$ cat src/rtl/shwr_int_pkg.sv
// Shared types and constants for the shower-signal integrator.
package shwr_int_pkg;

  typedef enum logic [1:0] {
    IDLE  = 2'd0,
    INTEG = 2'd1,
    HOLD  = 2'd2
  } shwr_state_e;

  localparam int WIN_W = 12;
  localparam int SH_W  = 5;

  function automatic int one_half(input int frac_w);
    return 1 << (frac_w - 1);
  endfunction

  // Half an LSB of the reported baseline, expressed in internal fractional LSBs.
  function automatic int rnd_const(input int frac_w, input int extra_w);
    return 1 << (frac_w - extra_w - 1);
  endfunction

endpackage

$ cat src/rtl/shwr_int_chan.sv
// One integrator channel: sample delay, baseline tracker, peak/saturation and clamped integral.
// Sag correction is built only when SHWR_INT_SAG_CORR_EN is defined.
module shwr_int_chan
  import shwr_int_pkg::*;
#(
  parameter int ADC_W     = 12,
  parameter int FRAC_W    = 6,
  parameter int EXTRA_W   = 2,
  parameter int AREA_W    = 19,
  parameter int DLY       = 4,
  parameter int BL_STEP   = 2,
  parameter int SAT_LEVEL = 4095,
  parameter logic [3*SH_W-1:0] SAG_SH_LO = {5'd10, 5'd12, 5'd14},
  parameter logic [3*SH_W-1:0] SAG_SH_HI = {5'd11, 5'd13, 5'd15}
) (
  input  logic                       CLK120,
  input  logic                       RESET,
  input  logic [ADC_W-1:0]           adc,
  input  logic                       hilo,
  input  logic                       track,
  input  logic                       clr,
  input  logic                       en,
  output logic [AREA_W-1:0]          integral,
  output logic [ADC_W+EXTRA_W-1:0]   baseline,
  output logic [ADC_W+EXTRA_W-1:0]   sbaseline,
  output logic [ADC_W-1:0]           peak,
  output logic                       saturated
);

  localparam int LBL_W  = ADC_W + FRAC_W;
  localparam int OUT_W  = ADC_W + EXTRA_W;
  localparam int SAG_W  = LBL_W + WIN_W;
  localparam int ACC_W  = SAG_W + 8;
  localparam int SHR_BL = FRAC_W - EXTRA_W;
  localparam logic signed [LBL_W:0] HALF  = (LBL_W+1)'(one_half(FRAC_W));
  localparam logic signed [LBL_W:0] NHALF = -HALF;
  localparam logic signed [LBL_W:0] ZERO  = '0;
  localparam logic [LBL_W-1:0] STEP1   = LBL_W'(1 << BL_STEP);
  localparam logic [LBL_W-1:0] STEP2   = LBL_W'(2 << BL_STEP);
  localparam logic [LBL_W-1:0] RND_BL  = LBL_W'(rnd_const(FRAC_W, EXTRA_W));
  localparam logic [LBL_W-1:0] RND_INT = LBL_W'(one_half(FRAC_W));
  localparam logic [ADC_W-1:0] SAT_ADC = ADC_W'(SAT_LEVEL);
  localparam logic signed [ACC_W-1:0] AREA_MAX = ACC_W'((64'd1 << AREA_W) - 64'd1);

  logic [ADC_W-1:0]         dly [DLY+1];
  logic [ADC_W-1:0]         adc_d, rbl, pk_raw;
  logic [LBL_W-1:0]         sample_f, lbl, lbl_nxt, bl_sum, rb_sum;
  logic signed [LBL_W:0]    err;
  logic signed [SAG_W:0]    cbl;
  logic signed [ACC_W-1:0]  acc, acc_int;
  logic [AREA_W-1:0]        int_c;
  logic [OUT_W-1:0]         sbl_c;
  logic [3*SH_W-1:0]        sh_sel;

  assign adc_d    = dly[DLY];
  assign sample_f = {adc_d, {FRAC_W{1'b0}}};
  assign err      = $signed({1'b0, sample_f}) - $signed({1'b0, lbl});
  assign bl_sum   = lbl + RND_BL;
  assign rb_sum   = lbl + RND_INT;
  assign rbl      = ADC_W'(rb_sum >> FRAC_W);
  assign sh_sel   = hilo ? SAG_SH_HI : SAG_SH_LO;
  assign acc_int  = acc >>> FRAC_W;

  always_ff @(posedge CLK120) begin
    if (RESET) begin
      for (int i = 0; i <= DLY; i++) dly[i] <= '0;
    end else begin
      dly[0] <= adc;
      for (int i = 1; i <= DLY; i++) dly[i] <= dly[i-1];
    end
  end

  always_comb begin
    lbl_nxt = lbl;
    if (track) begin
      if (err > HALF)       lbl_nxt = lbl + STEP2;
      else if (err > ZERO)  lbl_nxt = lbl + STEP1;
      else if (err < NHALF) lbl_nxt = lbl - STEP2;
      else if (err < ZERO)  lbl_nxt = lbl - STEP1;
    end
  end

`ifdef SHWR_INT_SAG_CORR_EN
  logic [SAG_W-1:0] sag, sag_inc;
  logic [LBL_W-1:0] diff;
  logic [SAG_W:0]   sb_sum;

  assign diff    = sample_f - lbl;
  assign sag_inc = SAG_W'(diff >> sh_sel[0 +: SH_W]) + SAG_W'(diff >> sh_sel[SH_W +: SH_W])
                 + SAG_W'(diff >> sh_sel[2*SH_W +: SH_W]);
  assign cbl     = $signed({1'b0, SAG_W'(lbl)}) - $signed({1'b0, sag});
  assign sb_sum  = cbl + (SAG_W+1)'(rnd_const(FRAC_W, EXTRA_W));
  assign sbl_c   = cbl[SAG_W] ? '0 : OUT_W'(sb_sum >> SHR_BL);

  always_ff @(posedge CLK120) begin
    if (RESET || clr)                sag <= '0;
    else if (en && sample_f > lbl)   sag <= sag + sag_inc;
  end
`else
  logic unused_sag;
  assign unused_sag = ^sh_sel;
  assign cbl        = $signed({1'b0, SAG_W'(lbl)});
  assign sbl_c      = OUT_W'(bl_sum >> SHR_BL);
`endif

  // Negative charge reads as zero; overflow saturates instead of wrapping.
  always_comb begin
    int_c = AREA_W'(acc_int);
    if (acc[ACC_W-1])           int_c = '0;
    else if (acc_int > AREA_MAX) int_c = '1;
  end

  always_ff @(posedge CLK120) begin
    if (RESET) begin
      lbl       <= '0;
      baseline  <= '0;
      sbaseline <= '0;
      pk_raw    <= '0;
      peak      <= '0;
      saturated <= 1'b0;
      acc       <= '0;
      integral  <= '0;
    end else begin
      lbl       <= lbl_nxt;
      baseline  <= OUT_W'(bl_sum >> SHR_BL);
      sbaseline <= sbl_c;
      if (clr) begin
        pk_raw    <= '0;
        peak      <= '0;
        saturated <= 1'b0;
        acc       <= '0;
        integral  <= '0;
      end else begin
        integral <= int_c;
        if (en) begin
          acc <= acc + ACC_W'(sample_f) - ACC_W'(cbl);
          if (adc_d > pk_raw && adc_d > rbl) begin
            pk_raw <= adc_d;
            peak   <= adc_d - rbl;
          end
          if (adc_d >= SAT_ADC) saturated <= 1'b1;
        end
      end
    end
  end

endmodule

$ cat src/rtl/shwr_integral_mc.sv
// Multi-channel shower integrator: shared IDLE/INTEG/HOLD sequencer over NCH channel datapaths.
// Define SHWR_INT_SAG_CORR_EN to build the droop (sag) correction into every channel.
module shwr_integral_mc
  import shwr_int_pkg::*;
#(
  parameter int NCH       = 3,
  parameter int ADC_W     = 12,
  parameter int FRAC_W    = 6,
  parameter int EXTRA_W   = 2,
  parameter int AREA_W    = 19,
  parameter int DLY       = 4,
  parameter int BL_STEP   = 2,
  parameter int SAT_LEVEL = 4095,
  parameter logic [3*SH_W-1:0] SAG_SH_LO = {5'd10, 5'd12, 5'd14},
  parameter logic [3*SH_W-1:0] SAG_SH_HI = {5'd11, 5'd13, 5'd15}
) (
  input  logic                           CLK120,
  input  logic                           RESET,
  input  logic [NCH*ADC_W-1:0]           ADC,
  input  logic [NCH-1:0]                 HILO,
  input  logic                           TRIGGERED,
  input  logic [WIN_W-1:0]               WINDOW,
  output logic [NCH*AREA_W-1:0]          INTEGRAL,
  output logic [NCH*(ADC_W+EXTRA_W)-1:0] BASELINE,
  output logic [NCH*(ADC_W+EXTRA_W)-1:0] SBASELINE,
  output logic [NCH*ADC_W-1:0]           PEAK,
  output logic [NCH-1:0]                 SATURATED,
  output logic                           BUSY,
  output logic                           DONE
);

  localparam int OUT_W = ADC_W + EXTRA_W;

  shwr_state_e      state_q, state_nxt;
  logic             trig_q, clr, en, fin, done_q, track;
  logic [WIN_W-1:0] win_q, cnt_q;

  always_ff @(posedge CLK120) begin
    if (RESET) begin
      state_q <= IDLE;
      trig_q  <= 1'b0;
      win_q   <= '0;
      cnt_q   <= '0;
      done_q  <= 1'b0;
    end else begin
      state_q <= state_nxt;
      trig_q  <= TRIGGERED;
      done_q  <= fin;
      if (clr) begin
        win_q <= WINDOW;
        cnt_q <= '0;
      end else if (en) begin
        cnt_q <= cnt_q + WIN_W'(1);
      end
    end
  end

  // DONE is registered so it lands on the same cycle as the final INTEGRAL.
  always_comb begin
    state_nxt = state_q;
    clr       = 1'b0;
    en        = 1'b0;
    fin       = 1'b0;
    case (state_q)
      IDLE: begin
        if (TRIGGERED && !trig_q) begin
          clr       = 1'b1;
          state_nxt = INTEG;
        end
      end
      INTEG: begin
        if (cnt_q == win_q || !TRIGGERED) begin
          fin       = 1'b1;
          state_nxt = HOLD;
        end else begin
          en = 1'b1;
        end
      end
      HOLD: begin
        if (!TRIGGERED) state_nxt = IDLE;
      end
      default: state_nxt = IDLE;
    endcase
  end

  assign track = (state_q == IDLE);
  assign BUSY  = (state_q == INTEG);
  assign DONE  = done_q;

  for (genvar g = 0; g < NCH; g++) begin : g_chan
    shwr_int_chan #(
      .ADC_W(ADC_W), .FRAC_W(FRAC_W), .EXTRA_W(EXTRA_W), .AREA_W(AREA_W), .DLY(DLY),
      .BL_STEP(BL_STEP), .SAT_LEVEL(SAT_LEVEL), .SAG_SH_LO(SAG_SH_LO), .SAG_SH_HI(SAG_SH_HI)
    ) u_chan (
      .CLK120    (CLK120),
      .RESET     (RESET),
      .adc       (ADC[g*ADC_W +: ADC_W]),
      .hilo      (HILO[g]),
      .track     (track),
      .clr       (clr),
      .en        (en),
      .integral  (INTEGRAL[g*AREA_W +: AREA_W]),
      .baseline  (BASELINE[g*OUT_W +: OUT_W]),
      .sbaseline (SBASELINE[g*OUT_W +: OUT_W]),
      .peak      (PEAK[g*ADC_W +: ADC_W]),
      .saturated (SATURATED[g])
    );
  end

endmodule
$ cat config.mk
export PLATFORM = sky130hd
export DESIGN_NAME = shwr_integral_mc
export DESIGN_NICKNAME = d
export VERILOG_FILES = /design/src/rtl/shwr_int_pkg.sv /design/src/rtl/shwr_int_chan.sv /design/src/rtl/shwr_integral_mc.sv
export SDC_FILE = /design/constraint.sdc
export NUM_CORES = 2
export LEC_CHECK = 0
export ABC_AREA = 1
export CAP_MARGIN = 0
export CORE_MARGIN = 4
export CORE_UTILIZATION = 40
export CTS_BUF_LIST = sky130_fd_sc_hd__clkbuf_8
export DETAILED_ROUTE_END_ITERATION = 12
export PLACE_DENSITY = 0.66
export SETUP_SLACK_MARGIN = 0.5
export SLEW_MARGIN = 25
export SYNTH_ARGS = -nofsm -noshare
export SYNTH_HDL_FRONTEND = slang
export SYNTH_SLANG_ARGS = --single-unit
$ cat constraint.sdc
create_clock -name CLK120 -period 4.2 [get_ports CLK120]
set_clock_uncertainty 0.1 [all_clocks]
set_input_delay 1.26 -clock CLK120 [delete_from_list [all_inputs] [get_ports CLK120]]
set_output_delay 1.26 -clock CLK120 [all_outputs]
set_load 0.01 [all_outputs]
---- Yosys cells after proc, flatten, opt, wreduce, memory -nomap -nowiden ----
Memories as Yosys holds them, arrays and structs flattened.
Cells that the tools add are included.
storage, ports and cells
  bits in read-only memories .............. 0
  register bits ........................... 370
  memories ................................ 3
  bits in writable memories ............... 180
  bits in latches ......................... 0
  output and inout port bits .............. 182
operators by class
  reductions and logical operators ........ 26
  order comparisons ....................... 24
  muxes and demuxes ....................... 42
  shift operators ......................... 0
  add/subtract/negate cells ............... 28
  div/mod/pow operators ................... 0
  equal/unequal tests ..................... 6
  $mul .................................... 0
  bitwise logic cells ..................... 16
memory list
  memory                depth  bits a word  rd ports  clocked after Yosys merged registers in  write ports  RTL line             RTL
  g_chan[0].u_chan.dly  5      12           5         0                                        5            shwr_int_chan.sv:45  logic [ADC_W-1:0] dly [DLY+1];
  g_chan[1].u_chan.dly  5      12           5         0                                        5            shwr_int_chan.sv:45
  g_chan[2].u_chan.dly  5      12           5         0                                        5            shwr_int_chan.sv:45
operator list
  operator                                                   number
  2-to-1 mux 18 bit                                          12
  2-to-1 mux 12 bit                                          15
  adder 38 x 18 -> 38 bit                                    3
  subtractor 38 x 18 -> 38 bit                               3
  > comparator 32 x 20 -> 1 bit, second input constant       3
  > comparator 12 bit                                        6
  > comparator 19 x 1 -> 1 bit, second input constant        3
  > comparator 19 x 7 -> 1 bit, second input constant        3
  < comparator 19 x 1 -> 1 bit, second input constant        3
  < comparator 19 x 6 -> 1 bit, second input constant        3
  2-to-1 mux 19 bit                                          3
  subtractor 18 x 18 -> 19 bit                               3
  adder 18 x 3 -> 18 bit, second input constant              3
  adder 18 x 4 -> 18 bit, second input constant              3
  adder 18 x 6 -> 18 bit, second input constant              3
  subtractor 18 x 3 -> 18 bit, second input constant         3
  subtractor 18 x 4 -> 18 bit, second input constant         3
  greater-or-equal comparator 12 bit, second input constant  3
  subtractor 12 bit                                          3
  AND reduction 2 bit                                        9
  OR 1 bit                                                   15
  adder 12 x 1 -> 12 bit, second input constant              1
  equality test 12 bit                                       1
  nonzero test 4 bit                                         3
  15 further kinds                                           32

---- Logic depth before layout (Yosys ltp) ----
An unclocked memory read counts as a cell.
  depth in word-level cells ............... 7
  depth in mapped cells ................... 26
  depth with buffers taken out ............ 23

---- Cells and area by module ----
From an unflattened synthesis, not the netlist that was laid out.
second synthesis, totals
  cells, all modules ...................... 5,404
  area total of the unflattened synthesis .. 36,792.8 um2
by module, submodules not included
  module                             times used  sequential area each (um2)  cells an instance  area each (um2)
  shwr_int_chan at g_chan[1].u_chan  1           3,403.3                     1,739              11,797.6
  shwr_int_chan at g_chan[0].u_chan  1           3,403.3                     1,724              11,746.3
  shwr_int_chan at g_chan[2].u_chan  1           3,403.3                     1,728              11,726.2
  shwr_integral_mc                   1           560.5                       213                1,522.7

---- Worst setup path after synthesis ----
OpenSTA, ideal clock, no wires.
  path kind ............................... register -> register
  from .................................... register g_chan[1].u_chan.lbl[14]
  to ...................................... register g_chan[1].u_chan.lbl[11]
  library setup time ...................... 0.109 ns
  required time ........................... 3.991 ns
  slack ................................... 0.539 ns
  arrival ................................. 3.452 ns
  path buffers ............................ 3
  stages on the path, launching flop included .. 22
  cells stage by stage .................... dfxtp_1 > clkbuf_1 > inv_1 > ha_1 > nand2_1 > inv_1 > a21oi_1 > nand3_1 > nand2_1 > nand2_1 > a21oi_2 > inv_4 > buf_2 > ha_1 > clkbuf_1 > o311ai_0 > xor2_1 > nand2_1 > nand3_1 > nand3_1 > nand2_1 > inv_1
on the way
  longest elaborated chain between the ends .. 5
RTL lines
  item                              RTL line              RTL
  start: declaration                shwr_int_chan.sv:47   logic [LBL_W-1:0] sample_f, lbl, lbl_nxt, bl_sum, rb_sum;
  start signal: assignment          shwr_int_chan.sv:124  lbl <= lbl_nxt;
  subtractor 18 x 18 -> 19 bit (*)  shwr_int_chan.sv:57   assign err = $signed({1'b0, sample_f}) - $signed({1'b0, lbl});
  < comparator 19 x 6 -> 1 bit      shwr_int_chan.sv:78   else if (err < NHALF) lbl_nxt = lbl - STEP2;
  2-to-1 mux 18 bit                 shwr_int_chan.sv:78
  2-to-1 mux 18 bit                 shwr_int_chan.sv:77   else if (err > ZERO) lbl_nxt = lbl + STEP1;
  2-to-1 mux 18 bit                 shwr_int_chan.sv:76   if (err > HALF) lbl_nxt = lbl + STEP2;
Mark *: on every way between the ends. The rest lies on a longest branch, timed or not.
A chain may end at the register's enable or synchronous reset.

==> flow_metrics.tcl <==
set metrics [dict create \
    status "finished clean" \
    end_kind "register" \
    synth_fa_ha_area_share_pct 12.2 \
    fmax_mhz 290 \
    synth.distinct_cells 61 \
    pre_cts_ws_ns 0.306 \
    synth_fp_nets 5682 \
    reg2regPathDepth 16 \
    hold_path_end "g_chan[1].u_chan.dly[0][32]" \
    drt-total-wl_um 107000 \
    grt_pass1_vias 32400 \
    synth_cells 5300 \
    start_kind "register" \
    overflow 0 \
    synth-compound-area-share_pct 14.2 \
    fillers 9170 \
    rows 110 \
    yosysMostFrequentCell "nand2_1" \
    synth_top_family_by_area "simple AND/OR/NAND/NOR gates" \
    yosysWarnings 0 \
    clockBufferDepth 3 \
    root_buffer "clkbuf_8" \
    finalSetupViolCount 0 \
    maxSlewHeadroom_pct 34.7 \
    fin_total_pwr_w 0.0244 \
    setup_ws_ns 0.746 \
    met3_usage_pct 3.88 \
    wl_per_cell_um 15.6 \
    finalCriticalPeriod_ns 3.45 \
    worstMarginPinSlew_ns 0.979 \
    timing.final.crit_share_pct 82.2 \
    setup_tns_ns 0 \
    required_ns 4.72 \
    synthSimpleGateAreaFrac_pct 24.4 \
    ant_nets 0 \
    yosys-top-cells-area "dfxtp_1 30%, ha_1 9.9%, nand2_1 9.4%" \
    syn2layout_area_growth_pct 18.0 \
    ir_drop_v 0.000284 \
    die_w_um 309 \
    cts_tree "yes" \
    p_int_w 0.0135 \
    cp_max_fo 4 \
    synth_xor_area_share_pct 7.05 \
    path_clk_slew_ns 0.06 \
    die_area_um2 95300 \
    htreeDepth 3 \
    avgViaCountPerCell 4.98 \
    netlist_top_cells_count "902 x nand2_1, 855 x inv_1, 724 x nor2_1, 538 x dfxtp_1, 502 x a21oi_1" \
    die_h_um 309 \
    p_sw_w 0.0110 \
    synth_area_um2 36200 \
    synthFlopType "dfxtp_1" \
    drc 0 \
    syn_avg_cell_area_um2 6.82 \
    drive_gt1_share_pct 8.24 \
    holdPathStages 2 \
    combPwrFrac_pct 53.8 \
    cp.arrival_ns 3.98 \
    yosysTopAreaCell "dfxtp_1" \
    use_met2_pct 35.7 \
    seqPwrFrac_pct 24.2 \
    cp_cell_sequence "inv_1 -> fa_1 -> inv_1 -> ha_1 -> a21oi_1 -> o21ai_0 -> a21oi_1 -> o21ai_0 -> a21oi_1 -> o21bai_1 -> nand2_1 -> nand2_1 -> nand2_1 -> nand3_1 -> nand2_1 -> inv_1" \
    core_region_area_um2 89900 \
    slowest_stage "fa_1" \
    firstDrtPassIters 6 \
    cts_inserted_buffers 98 \
    rr_startpoint "g_chan[1].u_chan.dly[0][48]" \
    maxSlewViolCount 0 \
    dpl.hpwl_um 81800 \
    p_per_area_nw_per_um2 573 \
    grt_busiest_layer "met2" \
    grt_pass1_wl_um 170000 \
    path_buf_inv 3 \
    rr_endpoint "g_chan[1].u_chan.acc[33]" \
    use_met1_pct 29.2 \
    min_from "g_chan[1].u_chan.dly[0][20]" \
    switching_share_pct 44.9 \
    layout.nets 5980 \
    track_usage_pct 21.9 \
    path_class "register to register" \
    io_pins 236 \
    clkLatencyLatePin_ns 0.76 \
    p_leak_nw 20.2 \
    worstSetupStartpoint "g_chan[1].u_chan.dly[0][48]" \
    port_buffers 232 \
    place_inst 6665 \
    hold_violations 0 \
    crit_path_max_incr_delay_ns 0.51 \
    rsz0062_at_grt "yes" \
    drt-initial-drc-count 2410 \
    cts.sinks 538 \
    antenna_found_initial 3 \
    synth-seq-area-share_pct 29.8 \
    place.gp.congestion 0.960 \
    cp_top_family "compound AO/OA/AOI/OAI gates" \
    vias 34100 \
    p_clk_share_pct 22.0 \
    synthArstFlopShare_pct 0 \
    muxShareOfSynthArea_pct 0.0277 \
    hp-class "register to register" \
    stdcell_count 6858 \
    regToRegSetupSlack_ns 0.75 \
    grt_max_degree 89 \
    ys_ff_latch 538 \
    synth_edf_count 0 \
    max_cap_viol_count 0 \
    cpMostUsedCell "nand2_1" \
    floorplan.initialDensity_pct 40.2 \
    synth_top_area_share_pct 29.8 \
]
repair_timing:
action	4_1_cts	5_1_grt
resized for setup	5	68
pin swaps	0	12
endpoints found under the setup margin	5	125
hold buffers	0	0
buffers inserted	1	8
metal layers:
metal	up-vias	share of wire (%)
met5	-	0.012
met4	2	3.3
met3	217	6.7
met2	998	45
met1	15500	45
li1	17400	-
registers in the layout (all words and copies together) (netlist names):
name / count
win_q: 12
g_chan.u_chan.baseline: 42
g_chan.u_chan.peak: 36
trig_q: 1
cnt_q: 12
g_chan.u_chan.saturated: 3
g_chan.u_chan.dly: 180
g_chan.u_chan.lbl: 48
g_chan.u_chan.acc: 108
g_chan.u_chan.pk_raw: 36
DONE: 1
g_chan.u_chan.integral: 57
state_q: 2
per-stage QoR:
step	util (%)	area, µm²	hold WS [ns]
2_1_floorplan	-	36200	0.288
3_3_place_gp	44.7	40100	0.289
3_5_place_dp	44.7	40100	0.292
4_1_cts	47.1	42300	0.270
5_1_grt	47.5	42700	0.290
6_report	47.5	42700	0.281
final cells by class:
class	count	area, µm²	share of cell area, %
Antenna cell	3	7.51	0.0176
Clock buffer	116	1600	3.74
Clock inverter	65	529	1.24
Inverter	882	3330	7.80
Multi-Input combinational cell	3671	21200	49.8
Sequential cell	538	10800	25.3
Tap cell	1176	1470	3.45
Timing Repair Buffer	407	3720	8.71
worst register-to-register path: stages (launching register included):
cell and delay, ns:
dfxtp_1 0.46, inv_1 0.20, fa_1 0.51, inv_1 0.04, ha_1 0.34, a21oi_1 0.25, o21ai_0 0.14, a21oi_1 0.21
o21ai_0 0.14, a21oi_1 0.35, o21bai_1 0.17, nand2_1 0.12, nand2_1 0.06, nand2_1 0.07, nand3_1 0.06, nand2_1 0.07
inv_1 0.03
placed cells by master (no fill, tap or decap), types with 27 or more instances in the layout:
master           instances
nor4_1                  27
nand3_1                241
xor2_1                 232
xnor2_1                 57
ha_1                   273
buf_4                  168
nor2_1                 715
inv_1                  875
o21ai_1                 46
nand4_1                 62
nor3_1                  50
o21ai_0                310
dfxtp_1                529
clkbuf_8               117
a21oi_1                498
nand2_1                898
fa_1                    42
clkdlybuf4s50_1        231
worst max-delay path by stage:
stage                               endpoint  slack (ns)  cells after the start
floorplan           g_chan[1].u_chan.lbl[11]        0.54                     21
global placement    g_chan[0].u_chan.lbl[11]        0.35                     22
detailed placement  g_chan[0].u_chan.lbl[11]        0.31                     22
CTS                 g_chan[0].u_chan.lbl[11]        0.47                     22
global route        g_chan[1].u_chan.lbl[14]        0.44                     21
finish              g_chan[1].u_chan.acc[33]        0.75                     16
cells by family (layout without fill, tap and decap cells):
kind of cell	Yosys count	in the layout
adder cells (fa/ha/maj)	328	328
AND/OR/NAND/NOR	2093	2093
multiplexers	1	1
AO/OA/AOI/OAI	958	958
other	0	3
buffers and inverters	1091	1470
flip-flops	538	538
XOR/XNOR	291	291
power by group through the flow:
| stage | clock network [W] | registers (W) | logic [W] |
|---|---|---|---|
| 5_1_grt | 0.00579 | 0.00597 | 0.0147 |
| 3_5_place_dp | 0 | 0.00602 | 0.0127 |
| 4_1_cts | 0.00557 | 0.00592 | 0.0128 |
| 6_report | 0.00538 | 0.00592 | 0.0132 |
| 2_1_floorplan | 0 | 0.00608 | 0.00896 |
| 3_3_place_gp | 0 | 0.00601 | 0.0126 |
Power figures use the tool's default switching activity.
